**config.mk**
```make
export PLATFORM = sky130hd
export DESIGN_NAME = riscv_control_fsm
export DESIGN_NICKNAME = d
export VERILOG_FILES = /design/src/rtl/riscv_pkg.sv /design/src/rtl/riscv_alu_decoder.sv /design/src/rtl/riscv_control_fsm.sv
export SDC_FILE = /design/constraint.sdc
export NUM_CORES = 1
export LEC_CHECK = 0
export ABC_AREA = 1
export CORE_MARGIN = 10
export CORE_UTILIZATION = 35
export CTS_BUF_LIST = sky130_fd_sc_hd__clkbuf_8 sky130_fd_sc_hd__clkbuf_16
export DETAILED_ROUTE_END_ITERATION = 6
export PLACE_DENSITY_LB_ADDON = 0.1
export SKIP_CTS_REPAIR_TIMING = 1
export SLEW_MARGIN = 5
export SYNTH_ARGS = -nofsm -noshare
export SYNTH_HDL_FRONTEND = slang
export SYNTH_HIERARCHICAL = 1
export SYNTH_SLANG_ARGS = --single-unit
```
**constraint.sdc**
```tcl
create_clock -name clk -period 3.9 [get_ports clk]
set_input_delay 0.975 -clock clk [delete_from_list [all_inputs] [get_ports clk]]
set_output_delay 0.975 -clock clk [all_outputs]
set_load 0.1 [all_outputs]
```
**src/rtl/riscv_pkg.sv**
```systemverilog
// rtl/riscv_pkg.sv - shared encodings for the multicycle RISC-V control path
package riscv_pkg;

  typedef enum logic [3:0] {
    S_FETCH    = 4'd0,
    S_DECODE   = 4'd1,
    S_MEMADR   = 4'd2,
    S_MEMREAD  = 4'd3,
    S_MEMWB    = 4'd4,
    S_MEMWRITE = 4'd5,
    S_EXECUTER = 4'd6,
    S_ALUWB    = 4'd7,
    S_EXECUTEI = 4'd8,
    S_JAL      = 4'd9,
    S_BEQ      = 4'd10
  } state_t;

  localparam logic [6:0] OP_LOAD   = 7'b0000011;
  localparam logic [6:0] OP_STORE  = 7'b0100011;
  localparam logic [6:0] OP_RTYPE  = 7'b0110011;
  localparam logic [6:0] OP_ITYPE  = 7'b0010011;
  localparam logic [6:0] OP_JAL    = 7'b1101111;
  localparam logic [6:0] OP_BRANCH = 7'b1100011;

  typedef enum logic [1:0] {
    ALUOP_ADD   = 2'b00,
    ALUOP_SUB   = 2'b01,
    ALUOP_FUNCT = 2'b10,
    ALUOP_RSVD  = 2'b11
  } alu_op_t;

  localparam logic [2:0] ALU_ADD = 3'b000;
  localparam logic [2:0] ALU_SUB = 3'b001;
  localparam logic [2:0] ALU_AND = 3'b010;
  localparam logic [2:0] ALU_OR  = 3'b011;
  localparam logic [2:0] ALU_SLT = 3'b101;

  localparam logic [1:0] RES_ALUOUT    = 2'b00;
  localparam logic [1:0] RES_MEMDATA   = 2'b01;
  localparam logic [1:0] RES_ALURESULT = 2'b10;

  localparam logic [1:0] SRCA_PC    = 2'b00;
  localparam logic [1:0] SRCA_OLDPC = 2'b01;
  localparam logic [1:0] SRCA_RS1   = 2'b10;

  localparam logic [1:0] SRCB_RS2  = 2'b00;
  localparam logic [1:0] SRCB_IMM  = 2'b01;
  localparam logic [1:0] SRCB_FOUR = 2'b10;

  localparam logic [1:0] IMM_I = 2'b00;
  localparam logic [1:0] IMM_S = 2'b01;
  localparam logic [1:0] IMM_B = 2'b10;
  localparam logic [1:0] IMM_J = 2'b11;

endpackage

```
**src/rtl/riscv_alu_decoder.sv**
```systemverilog
// rtl/riscv_alu_decoder.sv - maps alu_op plus funct fields to the ALU operation code
module riscv_alu_decoder
  import riscv_pkg::*;
(
  input  alu_op_t    alu_op_i,
  input  logic [2:0] funct3_i,
  input  logic       op_b5_i,
  input  logic       funct7b5_i,
  output logic [2:0] alu_control_o
);

  // Subtract only for R-type funct3=000 with bit 30 set; I-type addi has op[5]=0.
  always_comb begin
    alu_control_o = ALU_ADD;
    case (alu_op_i)
      ALUOP_ADD: alu_control_o = ALU_ADD;
      ALUOP_SUB: alu_control_o = ALU_SUB;
      ALUOP_FUNCT: begin
        case (funct3_i)
          3'b000:  alu_control_o = (op_b5_i & funct7b5_i) ? ALU_SUB : ALU_ADD;
          3'b010:  alu_control_o = ALU_SLT;
          3'b110:  alu_control_o = ALU_OR;
          3'b111:  alu_control_o = ALU_AND;
          default: alu_control_o = ALU_ADD;
        endcase
      end
      default: alu_control_o = ALU_ADD;
    endcase
  end

endmodule

```
**src/rtl/riscv_control_fsm.sv**
```systemverilog
// rtl/riscv_control_fsm.sv - multicycle RISC-V Moore control FSM; JAL support under RISCV_CTRL_JAL_EN
module riscv_control_fsm
  import riscv_pkg::*;
#(
  parameter int STATE_W = 4
) (
  input  logic               clk,
  input  logic               rst,
  input  logic [6:0]         op,
  input  logic [2:0]         funct3,
  input  logic               funct7b5,
  input  logic               zero,
  output logic               pc_write,
  output logic               adr_src,
  output logic               mem_write,
  output logic               ir_write,
  output logic               reg_write,
  output logic [1:0]         result_src,
  output logic [1:0]         alu_src_a,
  output logic [1:0]         alu_src_b,
  output logic [1:0]         imm_src,
  output logic [2:0]         alu_control,
  output logic [STATE_W-1:0] state
);

`ifdef RISCV_CTRL_JAL_EN
  localparam logic JAL_EN = 1'b1;
`else
  localparam logic JAL_EN = 1'b0;
`endif

  state_t  state_q, state_d, cur;
  alu_op_t alu_op;
  logic    pc_update, branch;
  logic    mem_write_raw, ir_write_raw, reg_write_raw;

  // State register; reset aborts any instruction in flight.
  always_ff @(posedge clk) begin
    if (rst) state_q <= S_FETCH;
    else     state_q <= state_d;
  end

  // Next-state: decode dispatches on opcode, unknown opcodes fall back to fetch.
  always_comb begin
    state_d = S_FETCH;
    case (state_q)
      S_FETCH:  state_d = S_DECODE;
      S_DECODE: begin
        case (op)
          OP_LOAD, OP_STORE: state_d = S_MEMADR;
          OP_RTYPE:          state_d = S_EXECUTER;
          OP_ITYPE:          state_d = S_EXECUTEI;
          OP_JAL:            state_d = JAL_EN ? S_JAL : S_FETCH;
          OP_BRANCH:         state_d = S_BEQ;
          default:           state_d = S_FETCH;
        endcase
      end
      S_MEMADR:   state_d = (op == OP_LOAD) ? S_MEMREAD : S_MEMWRITE;
      S_MEMREAD:  state_d = S_MEMWB;
      S_EXECUTER: state_d = S_ALUWB;
      S_EXECUTEI: state_d = S_ALUWB;
      S_JAL:      state_d = S_ALUWB;
      default:    state_d = S_FETCH;
    endcase
  end

  // Moore outputs; during reset the fetch decode is presented with enables masked below.
  always_comb begin
    cur           = rst ? S_FETCH : state_q;
    pc_update     = 1'b0;
    branch        = 1'b0;
    adr_src       = 1'b0;
    mem_write_raw = 1'b0;
    ir_write_raw  = 1'b0;
    reg_write_raw = 1'b0;
    result_src    = RES_ALUOUT;
    alu_src_a     = SRCA_PC;
    alu_src_b     = SRCB_RS2;
    alu_op        = ALUOP_ADD;
    case (cur)
      S_FETCH: begin
        ir_write_raw = 1'b1;
        pc_update    = 1'b1;
        alu_src_b    = SRCB_FOUR;
        result_src   = RES_ALURESULT;
      end
      S_DECODE: begin
        alu_src_a = SRCA_OLDPC;
        alu_src_b = SRCB_IMM;
      end
      S_MEMADR: begin
        alu_src_a = SRCA_RS1;
        alu_src_b = SRCB_IMM;
      end
      S_MEMREAD: adr_src = 1'b1;
      S_MEMWB: begin
        result_src    = RES_MEMDATA;
        reg_write_raw = 1'b1;
      end
      S_MEMWRITE: begin
        adr_src       = 1'b1;
        mem_write_raw = 1'b1;
      end
      S_EXECUTER: begin
        alu_src_a = SRCA_RS1;
        alu_op    = ALUOP_FUNCT;
      end
      S_EXECUTEI: begin
        alu_src_a = SRCA_RS1;
        alu_src_b = SRCB_IMM;
        alu_op    = ALUOP_FUNCT;
      end
      S_ALUWB: reg_write_raw = 1'b1;
      S_JAL: begin
        alu_src_a = SRCA_OLDPC;
        alu_src_b = SRCB_FOUR;
        pc_update = 1'b1;
      end
      S_BEQ: begin
        alu_src_a = SRCA_RS1;
        alu_op    = ALUOP_SUB;
        branch    = 1'b1;
      end
      default: ;
    endcase
  end

  assign pc_write  = ~rst & (pc_update | (branch & zero));
  assign mem_write = ~rst & mem_write_raw;
  assign ir_write  = ~rst & ir_write_raw;
  assign reg_write = ~rst & reg_write_raw;
  assign state     = STATE_W'(state_q);

  // Immediate format follows the opcode directly, independent of state.
  always_comb begin
    imm_src = IMM_I;
    case (op)
      OP_STORE:  imm_src = IMM_S;
      OP_BRANCH: imm_src = IMM_B;
      OP_JAL:    imm_src = JAL_EN ? IMM_J : IMM_I;
      default:   imm_src = IMM_I;
    endcase
  end

  riscv_alu_decoder u_alu_dec (
    .alu_op_i      (alu_op),
    .funct3_i      (funct3),
    .op_b5_i       (op[5]),
    .funct7b5_i    (funct7b5),
    .alu_control_o (alu_control)
  );

endmodule

```
# --- Word level (Yosys, flattened, before mapping) ---
# Cells that the tools add are included.
word_totals:
  regBits: 4
  latch_bits: 0
  ram_bits: 0
  romBits: 0
  out_inout_bits: 20
  wordCells: 65
  memories: 0
op_classes:
  add_sub_neg: 0
  n_mul: 0
  div: 0
  n_lt_le_gt_ge: 0
  n_eq_ne: 26
  n_shift: 0
  muxes: 18
  bitwise_logic: 8
  reduce_logical: 12
ops:
  columns: ["cell", "n"]
  rows:
  - ["4-bit by 3-bit equality test with 1-bit output, second input constant", 5]
  - ["4-bit equality test, second input constant", 5]
  - ["2-bit case mux with 2 select lines", 5]
  - ["4-bit case mux with 5 select lines", 1]
  - ["4-bit by 2-bit equality test with 1-bit output, second input constant", 4]
  - ["4-bit case mux with 4 select lines", 1]
  - ["7-bit by 6-bit equality test with 1-bit output, second input constant", 2]
  - ["3-bit case mux with 4 select lines", 1]
  - ["2-bit OR reduction", 6]
  - ["4-bit by 1-bit equality test with 1-bit output, second input constant", 2]
  - ["4-bit zero test", 2]
  - ["7-bit by 2-bit equality test with 1-bit output, second input constant", 1]
  - ["7-bit by 5-bit equality test with 1-bit output, second input constant", 1]
  - ["7-bit equality test, second input constant", 1]
  - ["1-bit 2-to-1 mux", 7]
  - ["1-bit AND", 6]
  - ["3-bit equality test, second input constant", 2]
  - ["3-bit case mux with 2 select lines", 1]
  - ["3-bit OR reduction", 2]
  - ["4-bit 2-to-1 mux", 1]
  - ["4-bit OR reduction", 1]
  - ["3-bit by 2-bit equality test with 1-bit output, second input constant", 1]
  - ["3-bit zero test", 1]
  - ["3-bit 2-to-1 mux", 1]
  - ["4 further kinds", 4]

# --- Longest topological paths before layout ---
# Gate-level depths: netlist of the first run.
depth:
  ltp_word: 6
  depth_mapped: 9

# --- By module ---
# The synthesis of the first run kept the hierarchy.
modules_own_cells:
  columns: ["module", "n_inst", "cells_each", "area_each_um2"]
  rows:
  - ["riscv_control_fsm", 1, 91, 452.9]
  - ["riscv_alu_decoder", 1, 17, 91.3]

# --- Worst setup path after synthesis of the first run ---
# No wires, ideal clock.
synth_timing:
  kind: "reg2out"
  start: "register state_q[2] (netlist: state[2])"
  end: "output port result_src[0]"
  t_arrival_ps: 3470
  required_ps: 2925
  setup_slack_ps: -545
  stages_incl_launch_ff: 5
  cell_sequence: "dfxtp_1 -> inv_1 -> nor2_1 -> nand2_1 -> nor3_1"
synth_between:
  elab_chain_len: 3
synth_rtl:
  columns: ["item", "line_no", "source"]
  rows:
  - ["start: declaration", "riscv_control_fsm.sv:32", "state_t state_q, state_d, cur;"]
  - ["start signal: assignment", "riscv_control_fsm.sv:40", "else state_q <= state_d;"]
  - ["4-bit 2-to-1 mux *", "riscv_control_fsm.sv:69", "cur = rst ? S_FETCH : state_q;"]
  - ["4-bit by 3-bit equality test with 1-bit output or 4-bit zero test (tied branches)", "riscv_control_fsm.sv:80", "case (cur)"]
  - ["2-bit case mux with 2 select lines *", "riscv_control_fsm.sv:80", null]
  - ["end: declaration", "riscv_control_fsm.sv:18", "output logic [1:0] result_src,"]
# Every way passes the cells marked *; elsewhere a longest branch is shown, timed or not.

# --- Worst setup path after layout of the first run ---
layout_timing:
  start: "input port rst"
  end: "output port alu_control[0]"
layout_between:
  elab_chain_len: 6
layout_rtl:
  columns: ["item", "line_no", "source"]
  rows:
  - ["start: declaration", "riscv_control_fsm.sv:8", "input logic rst,"]
  - ["4-bit 2-to-1 mux *", "riscv_control_fsm.sv:69", null]
  - ["4-bit equality test or 4-bit by 3-bit equality test with 1-bit output (tied branches)", "riscv_control_fsm.sv:80", null]
  - ["2-bit OR reduction (no line)", null, null]
  - ["2-bit case mux with 2 select lines *", "riscv_control_fsm.sv:80", null]
  - ["named net alu_op[0]", "riscv_control_fsm.sv:33", "alu_op_t alu_op;"]
  - ["2-bit equality test or 2-bit by 1-bit equality test with 1-bit output (tied branches)", "riscv_alu_decoder.sv:15", "case (alu_op_i)"]
  - ["3-bit case mux with 2 select lines *", "riscv_alu_decoder.sv:15", null]
  - ["end: declaration", "riscv_control_fsm.sv:22", "output logic [2:0] alu_control,"]
# The timed path passes the listed nets; every way through them passes the cells marked *.

==> results of run 1 <==
[tightest hold or removal path: stages, from the launching register on]
cell,delay [ps]
sky130_fd_sc_hd__dfxtp_1,380
sky130_fd_sc_hd__nor2_1,130
sky130_fd_sc_hd__o21ai_1,70
sky130_fd_sc_hd__inv_1,40
[kinds of logic after synthesis]
logic type	count (synthesis)
simple gates	72
compound gates	7
fa+ha+maj	2
flops	4
buf+inv	23
[through the flow]
stage / cells / utilization / power [mW] / hold slack (ps)
after floorplan: 108 / - / 0.103 / 1040
after global placement: 158 / 0.711 / 0.140 / 644
after detailed placement: 158 / 0.711 / 0.140 / 650
after CTS: 161 / 0.739 / 0.225 / 659
after global routing: 161 / 0.740 / 0.234 / 726
final: 161 / 0.740 / 0.223 / 662
[synth_stat cells (all sizes together)]
master / number / share of area
dfxtp: 4 / 0.15
nand4: 2 / 0.023
buf: 1 / 0.021
and3: 1 / 0.012
nand3: 11 / 0.10
nand2: 29 / 0.20
a21oi: 3 / 0.028
nor3: 3 / 0.028
inv: 22 / 0.15
o211ai: 1 / 0.014
o21ai: 3 / 0.028
ha: 2 / 0.046
nor2: 26 / 0.20
[final cells by class]
cell class / count / share of cell area
sequential: 4 / 0.0726
timing repair buffer: 35 / 0.436
clock buffer: 3 / 0.0375
multi-input combinational: 81 / 0.361
tap: 16 / 0.0182
inverter: 22 / 0.0749
[power by group through the flow]
stage,Sequential [mW],Clock [mW],Combinational [mW]
CTS,0.0445,0.0851,0.0954
global placement,0.0449,0,0.0949
detailed placement,0.0450,0,0.0951
global route,0.0446,0.0884,0.101
finish,0.0445,0.0839,0.0950
floorplan,0.0517,0,0.0509
[worst paths after layout]
| check | to | start |
|---|---|---|
| worst max register to register | state[1] | state[2] |
| worst min-delay path | state[0] | state[0] |
| worst min register to register | state[0] | state[0] |
| worst max-delay path | alu_control[0] | rst |
[placed cells by master, fill, tap and decap left out, types with 4 or more instances in the layout]
cell type                         count
sky130_fd_sc_hd__inv_1               18
sky130_fd_sc_hd__nor2_2               7
sky130_fd_sc_hd__dfxtp_1              4
sky130_fd_sc_hd__inv_2                4
sky130_fd_sc_hd__nand3_1             11
sky130_fd_sc_hd__buf_12              14
sky130_fd_sc_hd__nor2_1              18
sky130_fd_sc_hd__buf_4                4
sky130_fd_sc_hd__nand2_1             29
sky130_fd_sc_hd__clkdlybuf4s50_1     17
[routing by layer]
metal / GRT usage / routed length [um] / up-vias
li1: - / - / 410
met1: 0.117 / 740 / 351
met4: 0.0131 / 0 / 0
met2: 0.184 / 928 / 29
met5: 0 / 0 / -
met3: 0.0365 / 169 / 0
==> impl_results.html, run 1 <==
<table>
<tr><th>Metric</th><th>Value</th></tr>
<tr><th colspan="2">Run status</th></tr>
<tr><td>Result of the run</td><td>completed</td></tr>
<tr><th colspan="2">Yosys</th></tr>
<tr><td>Net count after synthesis</td><td>124</td></tr>
<tr><td>Count of different cell masters after synthesis</td><td>15</td></tr>
<tr><td>Number of synthesis warnings</td><td>6</td></tr>
<tr><td>Portion of the post-synthesis area used by sequential elements</td><td>0.147</td></tr>
<tr><td>Gate count of the mapped netlist</td><td>108</td></tr>
<tr><td>Simple-gate share of the synthesized area</td><td>0.566</td></tr>
<tr><td>Post-Synth Adder-Cell Area</td><td>0.0460</td></tr>
<tr><td>Post-synthesis instance area</td><td>544 um2</td></tr>
<tr><td>Compound-Gate Fraction of Synth Area</td><td>0.0690</td></tr>
<tr><td>Fraction of synthesized area in multiplexers</td><td>0</td></tr>
<tr><td>Mapped Avg Cell Area</td><td>5.04 um2</td></tr>
<tr><td>Number of storage elements in the synthesis netlist</td><td>4</td></tr>
<tr><td>Largest family of logic cells by synthesized area</td><td>simple AND/OR/NAND/NOR gates</td></tr>
<tr><td>XOR/XNOR Fraction of Synth Area</td><td>0</td></tr>
<tr><th colspan="2">Floorplan</th></tr>
<tr><td>Number of cell rows</td><td>14</td></tr>
<tr><td>Core Box Area</td><td>1490 um2</td></tr>
<tr><td>Die H</td><td>59.4 um</td></tr>
<tr><td>Width of the chip</td><td>59.4 um</td></tr>
<tr><td>Initial core utilization</td><td>0.366</td></tr>
<tr><td>Number of ports placed on the die boundary</td><td>34</td></tr>
<tr><td>Overall die area</td><td>3530 um2</td></tr>
<tr><th colspan="2">Power</th></tr>
<tr><td>Int Pwr</td><td>0.141 mW</td></tr>
<tr><td>Part of the power in the clock network</td><td>0.376</td></tr>
<tr><td>Highest ir drop seen on vdd</td><td>266 uV</td></tr>
<tr><td>Power density normalized to cell area</td><td>203 nW/um2</td></tr>
<tr><td>Leakage dissipation</td><td>0.531 nW</td></tr>
<tr><td>Switching Power</td><td>0.0821 mW</td></tr>
<tr><td>Share of total power in sequential cells</td><td>0.199</td></tr>
<tr><td>Share of total power in combinational logic</td><td>0.425</td></tr>
<tr><td>Switching Share</td><td>0.368</td></tr>
<tr><th colspan="2">Detailed routing</th></tr>
<tr><td>DRC viols</td><td>0</td></tr>
<tr><td>Drt initial violations</td><td>11</td></tr>
<tr><td>DR vias</td><td>790</td></tr>
<tr><td>Vias per Instance</td><td>4.91</td></tr>
<tr><td>Residual antenna-violating net count after detailed routing</td><td>0</td></tr>
<tr><td>Final WL</td><td>1840 um</td></tr>
<tr><td>Pre-Repair DR Iteration Count</td><td>4</td></tr>
<tr><td>Routed len/inst</td><td>11.4 um</td></tr>
<tr><th colspan="2">Finish</th></tr>
<tr><td>FF/Latch Area</td><td>80.1 um2</td></tr>
<tr><td>Filler instances</td><td>128</td></tr>
<tr><td>Area growth from synthesis to final layout</td><td>103%</td></tr>
<tr><td>Fraction of layout cells with a size suffix above 1</td><td>0.248</td></tr>
<tr><td>Final design instance area without fill</td><td>1100 um2</td></tr>
<tr><td>Area occupied by multi-input gates</td><td>398 um2</td></tr>
<tr><td>Diodes inserted</td><td>0</td></tr>
<tr><td>Layout Nets</td><td>163</td></tr>
<tr><td>Number of flip-flops under the largest register name</td><td>4</td></tr>
<tr><th colspan="2">Clock network</th></tr>
<tr><td>Buffer depth of the longest clock path</td><td>2</td></tr>
<tr><td>Clk_lat worst skew</td><td>210 ps</td></tr>
<tr><td>Cell at the root of the clock tree</td><td>sky130_fd_sc_hd__clkbuf_8</td></tr>
<tr><td>Post-CTS clock slew at the launch and capture registers of the worst setup and hold paths</td><td>30 ps</td></tr>
<tr><td>H-Tree Level Count</td><td>1</td></tr>
<tr><td>TritonCTS clock tree</td><td>done</td></tr>
<tr><td>Clock buffers created by TritonCTS</td><td>3</td></tr>
<tr><td>Number of clock sinks</td><td>4</td></tr>
<tr><th colspan="2">Worst setup path</th></tr>
<tr><td>CP Class</td><td>in2out</td></tr>
<tr><td>Peak per-stage delay on the critical path</td><td>420 ps</td></tr>
<tr><td>Worst R2R Path Depth</td><td>8</td></tr>
<tr><td>Cell type with the highest occurrence count on the critical path</td><td>sky130_fd_sc_hd__inv_1</td></tr>
<tr><td>Critical path data arrival time</td><td>2740 ps</td></tr>
<tr><td>Buf/Inv on CP</td><td>5</td></tr>
<tr><td>Worst Setup End Kind</td><td>primary output</td></tr>
<tr><td>Library cell contributing the largest single delay on the critical path</td><td>sky130_fd_sc_hd__clkdlybuf4s50_1</td></tr>
<tr><td>Logic depth of the worst setup path including buffers</td><td>10</td></tr>
<tr><td>Critical-path maximum fanout</td><td>3</td></tr>
<tr><td>Kind of cell adding the most delay to the critical path</td><td>buffers and inverters</td></tr>
<tr><td>Critical path startpoint category</td><td>input port</td></tr>
<tr><td>Data required time at the worst endpoint</td><td>2920 ps</td></tr>
<tr><td>Cells along the critical path</td><td>clkdlybuf4s50_1 -&gt; inv_1 -&gt; nand3_1 -&gt; nor2_2 -&gt; inv_1 -&gt; ha_1 -&gt; inv_1 -&gt; nand4_1 -&gt; nand3_1 -&gt; buf_12</td></tr>
<tr><td>Setup slack, reg-to-reg</td><td>2730 ps</td></tr>
<tr><th colspan="2">Timing</th></tr>
<tr><td>Total of endpoints with negative setup slack in the final report</td><td>0</td></tr>
<tr><td>Share of the cycle needed by the critical path after routing</td><td>0.951</td></tr>
<tr><td>Shortest clock period the worst path allows after layout</td><td>3710 ps</td></tr>
<tr><td>Final hold viol count</td><td>0</td></tr>
<tr><td>Unrepaired setup endpoints after global routing</td><td>false</td></tr>
<tr><td>Final-report max-slew violation count</td><td>0</td></tr>
<tr><td>Worst slew margin</td><td>0.348</td></tr>
<tr><td>Slew of the pin with the lowest slew margin</td><td>975 ps</td></tr>
<tr><td>Fmax</td><td>269 MHz</td></tr>
<tr><td>Worst Skew</td><td>1.37 ps</td></tr>
<tr><td>Sum of negative setup slack</td><td>0 ps</td></tr>
<tr><td>Min setup slack post-route</td><td>189 ps</td></tr>
<tr><th colspan="2">Hold path</th></tr>
<tr><td>Kind of path behind the tightest hold check</td><td>reg2reg</td></tr>
<tr><td>Min-Delay Path Depth</td><td>3</td></tr>
<tr><th colspan="2">Global route</th></tr>
<tr><td>Overall fraction of global-route tracks in use</td><td>0.104</td></tr>
<tr><td>Via count of the first global-routing pass</td><td>754</td></tr>
<tr><td>Wire length of the first global-routing pass</td><td>3120 um</td></tr>
<tr><td>Maximum number of pins on one net before global-route repair</td><td>11</td></tr>
<tr><td>Total global routing overflow</td><td>0</td></tr>
<tr><td>Number of antenna violations at the first check in global routing</td><td>0</td></tr>
<tr><th colspan="2">Placement</th></tr>
<tr><td>Count of buffers from port buffering</td><td>33</td></tr>
<tr><td>Setup WS pre-CTS</td><td>183 ps</td></tr>
<tr><td>Placed Area</td><td>1060 um2</td></tr>
<tr><td>Post-detail-place hpwl</td><td>1600 um</td></tr>
<tr><td>Gpl congestion</td><td>0.870</td></tr>
<tr><th colspan="2">Flow run</th></tr>
<tr><td>Max-Cap Viols</td><td>0</td></tr>
</table>
Note: power is estimated with default switching activity, not from simulation.
==> inputs of run 2 (changes only) <==
clock period = 4.35 ns   (was 3.9 ns; I/O delays follow)
==> impl_results.html, run 2 (synthesis results as in run 1) <==
<table>
<tr><th>Metric</th><th>Value</th></tr>
<tr><th colspan="2">Floorplan</th></tr>
<tr><td>Initial core utilization</td><td>0.366</td></tr>
<tr><td>Core Box Area</td><td>1490 um2</td></tr>
<tr><td>Number of ports placed on the die boundary</td><td>34</td></tr>
<tr><td>Die H</td><td>59.4 um</td></tr>
<tr><td>Overall die area</td><td>3530 um2</td></tr>
<tr><td>Width of the chip</td><td>59.4 um</td></tr>
<tr><td>Number of cell rows</td><td>14</td></tr>
<tr><th colspan="2">Timing</th></tr>
<tr><td>Final-report max-slew violation count</td><td>0</td></tr>
<tr><td>Worst Skew</td><td>3.32 ps</td></tr>
<tr><td>Final worst hold slack</td><td>657 ps</td></tr>
<tr><td>Shortest clock period the worst path allows after layout</td><td>4130 ps</td></tr>
<tr><td>Share of the cycle needed by the critical path after routing</td><td>0.949</td></tr>
<tr><td>Final hold viol count</td><td>0</td></tr>
<tr><td>Slew of the pin with the lowest slew margin</td><td>970 ps</td></tr>
<tr><td>Total of endpoints with negative setup slack in the final report</td><td>0</td></tr>
<tr><td>Sum of negative setup slack</td><td>0 ps</td></tr>
<tr><td>Fmax</td><td>242 MHz</td></tr>
<tr><td>Worst slew margin</td><td>0.351</td></tr>
<tr><td>Unrepaired setup endpoints after global routing</td><td>false</td></tr>
<tr><th colspan="2">Clock network</th></tr>
<tr><td>Post-CTS clock slew at the launch and capture registers of the worst setup and hold paths</td><td>30 ps</td></tr>
<tr><td>Clock buffers created by TritonCTS</td><td>3</td></tr>
<tr><td>Cell at the root of the clock tree</td><td>sky130_fd_sc_hd__clkbuf_8</td></tr>
<tr><td>Number of clock sinks</td><td>4</td></tr>
<tr><td>TritonCTS clock tree</td><td>done</td></tr>
<tr><td>Clk_lat worst skew</td><td>220 ps</td></tr>
<tr><td>Buffer depth of the longest clock path</td><td>2</td></tr>
<tr><td>H-Tree Level Count</td><td>1</td></tr>
<tr><th colspan="2">Worst setup path</th></tr>
<tr><td>Worst Setup End Kind</td><td>primary output</td></tr>
<tr><td>Critical path startpoint category</td><td>input port</td></tr>
<tr><td>Critical-path maximum fanout</td><td>5</td></tr>
<tr><td>Critical path data arrival time</td><td>3040 ps</td></tr>
<tr><td>Setup slack, reg-to-reg</td><td>3220 ps</td></tr>
<tr><td>CP Class</td><td>in2out</td></tr>
<tr><td>Worst R2R Path Depth</td><td>6</td></tr>
<tr><td>Data required time at the worst endpoint</td><td>3260 ps</td></tr>
<tr><th colspan="2">Detailed routing</th></tr>
<tr><td>Drt initial violations</td><td>10</td></tr>
<tr><td>Pre-Repair DR Iteration Count</td><td>4</td></tr>
<tr><td>Residual antenna-violating net count after detailed routing</td><td>0</td></tr>
<tr><td>DRC viols</td><td>0</td></tr>
<tr><td>Vias per Instance</td><td>4.84</td></tr>
<tr><td>DR vias</td><td>774</td></tr>
<tr><td>Routed len/inst</td><td>11.2 um</td></tr>
<tr><td>Final WL</td><td>1790 um</td></tr>
<tr><th colspan="2">Global route</th></tr>
<tr><td>Number of antenna violations at the first check in global routing</td><td>0</td></tr>
<tr><td>Overall fraction of global-route tracks in use</td><td>0.106</td></tr>
<tr><td>Wire length of the first global-routing pass</td><td>3010 um</td></tr>
<tr><td>Via count of the first global-routing pass</td><td>712</td></tr>
<tr><td>Maximum number of pins on one net before global-route repair</td><td>9</td></tr>
<tr><td>Total global routing overflow</td><td>0</td></tr>
<tr><th colspan="2">Finish</th></tr>
<tr><td>Layout Nets</td><td>162</td></tr>
<tr><td>Filler instances</td><td>131</td></tr>
<tr><td>Finished Core Util</td><td>0.697</td></tr>
<tr><td>Fraction of layout cells with a size suffix above 1</td><td>0.236</td></tr>
<tr><td>Area occupied by multi-input gates</td><td>390 um2</td></tr>
<tr><td>FF/Latch Area</td><td>80.1 um2</td></tr>
<tr><td>Most common library cell in the layout ignoring fill and taps</td><td>sky130_fd_sc_hd__nand2_1</td></tr>
<tr><td>Area growth from synthesis to final layout</td><td>90.6%</td></tr>
<tr><td>Number of flip-flops under the largest register name</td><td>4</td></tr>
<tr><td>Top library cells by usage in the layout, fill and taps aside</td><td>29 x sky130_fd_sc_hd__nand2_1, 19 x sky130_fd_sc_hd__nor2_1, 18 x sky130_fd_sc_hd__inv_1</td></tr>
<tr><td>Diodes inserted</td><td>0</td></tr>
<tr><th colspan="2">Hold path</th></tr>
<tr><td>Min-Delay Path Depth</td><td>3</td></tr>
<tr><td>Kind of path behind the tightest hold check</td><td>reg2reg</td></tr>
<tr><th colspan="2">Power</th></tr>
<tr><td>Power density normalized to cell area</td><td>191 nW/um2</td></tr>
<tr><td>Leakage dissipation</td><td>0.508 nW</td></tr>
<tr><td>Highest ir drop seen on vdd</td><td>184 uV</td></tr>
<tr><th colspan="2">Placement</th></tr>
<tr><td>Post-detail-place hpwl</td><td>1560 um</td></tr>
<tr><td>Count of buffers from port buffering</td><td>33</td></tr>
<tr><td>Gpl congestion</td><td>0.901</td></tr>
<tr><th colspan="2">Run status</th></tr>
<tr><td>Result of the run</td><td>completed</td></tr>
<tr><th colspan="2">Flow run</th></tr>
<tr><td>Max-Cap Viols</td><td>0</td></tr>
</table>
[run 2: changes by cell type in the layout (fill, tap and decap cells not counted), sizes merged]
cell | before | now
buf | 18 | 17
[run 2: area by class of cell]
class / instances / area share
flip-flops and latches: 4 / 0.0772
repair buffers: 34 / 0.408
well taps: 16 / 0.0193
inverters: 22 / 0.0796
multi-input cells: 81 / 0.376
clock buffers: 3 / 0.0398
[run 2: power breakdown]
part,leakage [nW],switching [mW],total (mW),internal [mW]
Sequential,0.0326,0.00195,0.0398,0.0379
Clock,0.0216,0.0195,0.0785,0.0590
Combinational,0.454,0.0539,0.0800,0.0261
Total,0.508,0.0753,0.198,0.123
[run 2: final timing paths]
| check | from | endpoint |
|---|---|---|
| setup reg to reg | state[1] | state[1] |
| hold reg to reg | state[0] | state[0] |
| setup / recovery | rst | alu_control[0] |
| hold / removal | state[0] | state[0] |
[run 2: layer usage]
metal,track usage,share of wire,up-vias
li1,-,-,411
met1,0.116,0.42,339
met2,0.174,0.50,20
met3,0.0429,0.064,4
met4,0.0459,0.015,0
met5,0,0,-
[run 2: worst max-delay path, cell delays in order]
cell and delay [ps]:
sky130_fd_sc_hd__clkdlybuf4s50_1 500, sky130_fd_sc_hd__inv_1 180, sky130_fd_sc_hd__nand3_1 110, sky130_fd_sc_hd__nor2_1 190, sky130_fd_sc_hd__inv_1 70, sky130_fd_sc_hd__ha_1 310
sky130_fd_sc_hd__inv_1 80, sky130_fd_sc_hd__nand4_1 130, sky130_fd_sc_hd__nand3_1 180, sky130_fd_sc_hd__buf_12 190
[run 2: metrics by stage]
step                      power (mW)  cell area, um2  std cells  worst slack (ps)
after floorplan               0.0915             564        108               282
after global placement         0.120             996        157               343
after detailed placement       0.120             996        157               252
after CTS                      0.200            1040        160               230
after global routing           0.208            1040        160              33.1
final                          0.198            1040        160               221
==> RTL edit 1, RTL diff (flow settings as in run 2) <==
The localparam `JAL_EN` goes from 1'b0 to 1'b1.
--- a/src/rtl/riscv_control_fsm.sv
+++ b/src/rtl/riscv_control_fsm.sv
@@ -28,3 +28,3 @@
 `else
-  localparam logic JAL_EN = 1'b0;
+  localparam logic JAL_EN = 1'b1;
 `endif
Formal check against the unedited RTL: not equivalent (a bounded check fails within 4 cycles, from zero or initial values and one cycle with rst high).
==> RTL edit 1 against run 2 <==
- non-clock buffer count unchanged
- count of clock-buffer cells in the layout unchanged
- setup slack better by 0.0045 ns
- wire length up 14%
- core utilization down 0.16 points
- sequential cell count unchanged
- final area up 4.5%
- critical endpoint unchanged
- power up 3.9%
- largest cell class unchanged
- first-iteration DRC count up 20%
- synthesized area up 9.0%
==> RTL edit 1: results (changes against run 2) <==
* Initial DRC count at 12 (+2)
* WL met1 at 768 um (+1.5%)
* NumNets Final at 167 (+3.1%)
* Met1 usage at 11.3% (-0.36 points)
* Gate power share at 41.5% (+1.1 points)
* Met3 Usage GRT at 4.12% (-0.18 points)
* Register share of the cell area at 7.39% (-0.33 points)
* Seq/Total Area, Yosys at 13.5% (-1.2 points)
* GR Util met2 at 21.3% (+3.9 points)
* Post-Place Setup Slack at 0.244 ns (-0.00810 ns)
* Setup Skew at 0.00801 ns (+0.00468 ns)
* Syn_nets at 130 (+4.8%)
* First-pass GRT wire length at 3.31 mm (+10%)
* Multi-input gates at 85 (+4.9%)
* Met3 routed WL at 221 um (+94%)
* Slew @ Worst Pin at 0.974 ns (+0.00385 ns)
* DR WL met2 at 1.02 mm (+15%)
* Post-Synth Adder-Cell Area at 4.22% (-0.38 points)
* FF+latch count at 4 (unchanged)
* Leakage power at 0.523 nW (+3.0%)
* Commonest cells in the netlist: 27 x nand2_1, 21 x nor2_1, 19 x inv_1
* DRT Wirelength at 2.05 mm (+14%)
* CP Max Fanout at 6 (+1)
* HPWL after detailed placement at 1.78 mm (+14%)
* Vias at 813 (+5.0%)
* Largest net degree at the start of global routing at 10 (+1)
* Number of global-route vias before repair at 797 (+12%)
* Multi-input logic area at 420 sq um (+7.7%)
* Yosys cell types at 21 (+6)
* Clk tree area frac at 3.81% (-0.17 points)
* Status: finished, final reports clean
* Worst VDD drop at 0.000192 V (+4.7%)
* Number of non-clock inverters in the layout at 23 (+4.5%)
* # fillers at 147 (+12%)
==> RTL edit 1: final timing paths <==
| check | to | slack (ns) | start |
|---|---|---|---|
| max reg2reg | state[2] | 3.06 | state[0] |
| min reg2reg | state[0] | 0.75 | state[2] |
| min | state[0] | 0.75 | state[2] |
| max | alu_control[0] | 0.23 | rst |
==> RTL edit 1: through the flow <==
step / power [mW] / hold slack [ns] / std cells / area, sq um / TNS (ns)
final: 0.206 / 0.748 / 165 / 1080 / 0
after global routing: 0.215 / 0.802 / 165 / 1080 / 0
after CTS: 0.209 / 0.754 / 165 / 1080 / 0
after detailed placement: 0.126 / 0.742 / 162 / 1040 / 0
after global placement: 0.126 / 0.708 / 162 / 1040 / 0
after floorplan: 0.0958 / 1.15 / 114 / 603 / -0.557
==> RTL edit 1: worst reg2reg max path: stages, from the launching register on <==
cell and delay (ns):
dfxtp_1 0.54, inv_2 0.09, nor2_1 0.21, nand3_1 0.10
nor2_1 0.10, nor2_1 0.05, a21oi_1 0.12
==> RTL edit 2, RTL diff (flow settings as in run 2) <==
Made on the original files. Make the reset (`rst`) asynchronous in one clocked block.
--- a/src/rtl/riscv_control_fsm.sv
+++ b/src/rtl/riscv_control_fsm.sv
@@ -37,3 +37,3 @@
   // State register; reset aborts any instruction in flight.
-  always_ff @(posedge clk) begin
+  always_ff @(posedge clk or posedge rst) begin
     if (rst) state_q <= S_FETCH;
Function: differs if rst is asserted again (counterexample within 4 cycles, from zero or initial values and one cycle with rst high); with rst held inactive, the same outputs for 10 cycles.
==> RTL edit 2 against run 2 <==
- setup slack got worse by 0.0021 ns
- final area grew 5.5%
- synthesized area rose by 1.6%
- sequential share of layout area increased by 1.4 points
- global-route usage grew 0.15 points
- final cell count down 4.4%
- wire length grew 3.7%
- sequential cell count unchanged
- critical path type unchanged
- critical endpoint unchanged
- highest routed layer is now met3
Power is left out: it rests on default switching activity, and per cell area and clock period it moved more than threefold.
==> RTL edit 2: results (changes against run 2) <==
* WL/cell at 12.1 um (+8.4%)
* Syn Inst Count at 100 (-7.4%)
* Commonest cells in the netlist: 20 x nand2_1, 17 x nor2_1, 15 x inv_1
* Largest cells by area after synthesis: dfrtp_1 18%, nand2_1 14%, nor2_1 12%
* Largest net degree at the start of global routing at 10 (+1)
* Syn_nets at 116 (-6.5%)
* Gp weighted congestion at 0.837 (-7.0%)
* PortBufs at 33 (unchanged)
* Setup Skew at 0.000376 ns (-0.00295 ns)
* NumNets Final at 155 (-4.3%)
* Yosys cell types at 20 (+5)
* # fillers at 128 (-2.3%)
* All-Layer GR Usage at 10.7% (+0.15 points)
* Placed Cells at 150 (-4.5%)
* Slew @ Worst Pin at 1.02 ns (+0.0468 ns)
* DR vias/cell at 4.76 (-1.5%)
* Top_reg_cell synth: dfrtp_1
* Initial DRC count at 18 (+8)
* DRT Wirelength at 1.85 mm (+3.7%)
* Fraction of layout cells with a size suffix above 1 at 26.3% (+2.7 points)
* Worst stage delay on the critical path at 0.60 ns (+0.10 ns)
* HPWL after detailed placement at 1.60 mm (+2.6%)
* CP Max Fanout at 9 (+4)
* Post-Place Setup Slack at 0.224 ns (-0.0279 ns)
* Asr flop ratio synth at 100% (+100 points)
* Status: finished, final reports clean
* Seq/Total Area, Yosys at 18.1% (+3.4 points)
* First-pass GRT wire length at 3.20 mm (+6.4%)
RTL edit 2: worst paths after layout:
| check | slack [ns] | end | start | cells past startpoint |
|---|---|---|---|---|
| min in group asynchronous | 1.25 | state[1] | rst | 2 |
| max in group asynchronous | 2.94 | state[2] | rst | 2 |
| worst max-delay path | 0.22 | alu_control[0] | rst | 10 |
| worst min-delay path | 0.66 | state[0] | state[0] | 1 |
| worst max register to register | 3.14 | state[1] | state[2] | 7 |
| worst min register to register | 0.66 | state[0] | state[0] | 1 |
RTL edit 2: worst max-delay path, delay by kind of cell:
family / cells / cell delay [ns]
buf+inv: 4 / 1.01
compound gates: 1 / 0.18
simple gates: 4 / 0.52
fa+ha+maj: 1 / 0.25
RTL edit 2: cells by family (layout without fill, tap and decap cells):
group / count (synthesis) / count (layout) / synth area share [%]
AND/OR/NAND/NOR: 63 / 63 / 52.0
adder cells (fa/ha/maj): 2 / 2 / 4.52
buffers and inverters: 21 / 58 / 14.3
flip-flops: 4 / 4 / 18.1
AO/OA/AOI/OAI: 10 / 10 / 11.1
RTL edit 2: per-layer routing:
layer,track usage [%],wire (um),up-vias
li1,-,-,396
met1,11.7,738,318
met2,19.1,958,15
met3,3.60,157,0
met4,2.88,0,0
met5,0,0,-
RTL edit 2: area by class of cell:
cell class,count,share of cell area [%]
timing repair buffer,34,43.2
multi-input combinational,75,34.9
sequential,4,9.14
inverter,21,7.20
clock buffer,3,3.77
tap,16,1.83
RTL edit 2: stage by stage:
stage                     util, %  instance area, sq um
final                        72.7                  1090
after floorplan                 -                   561
after global routing         72.7                  1090
after CTS                    72.7                  1090
after global placement       69.9                  1050
after detailed placement     69.9                  1050
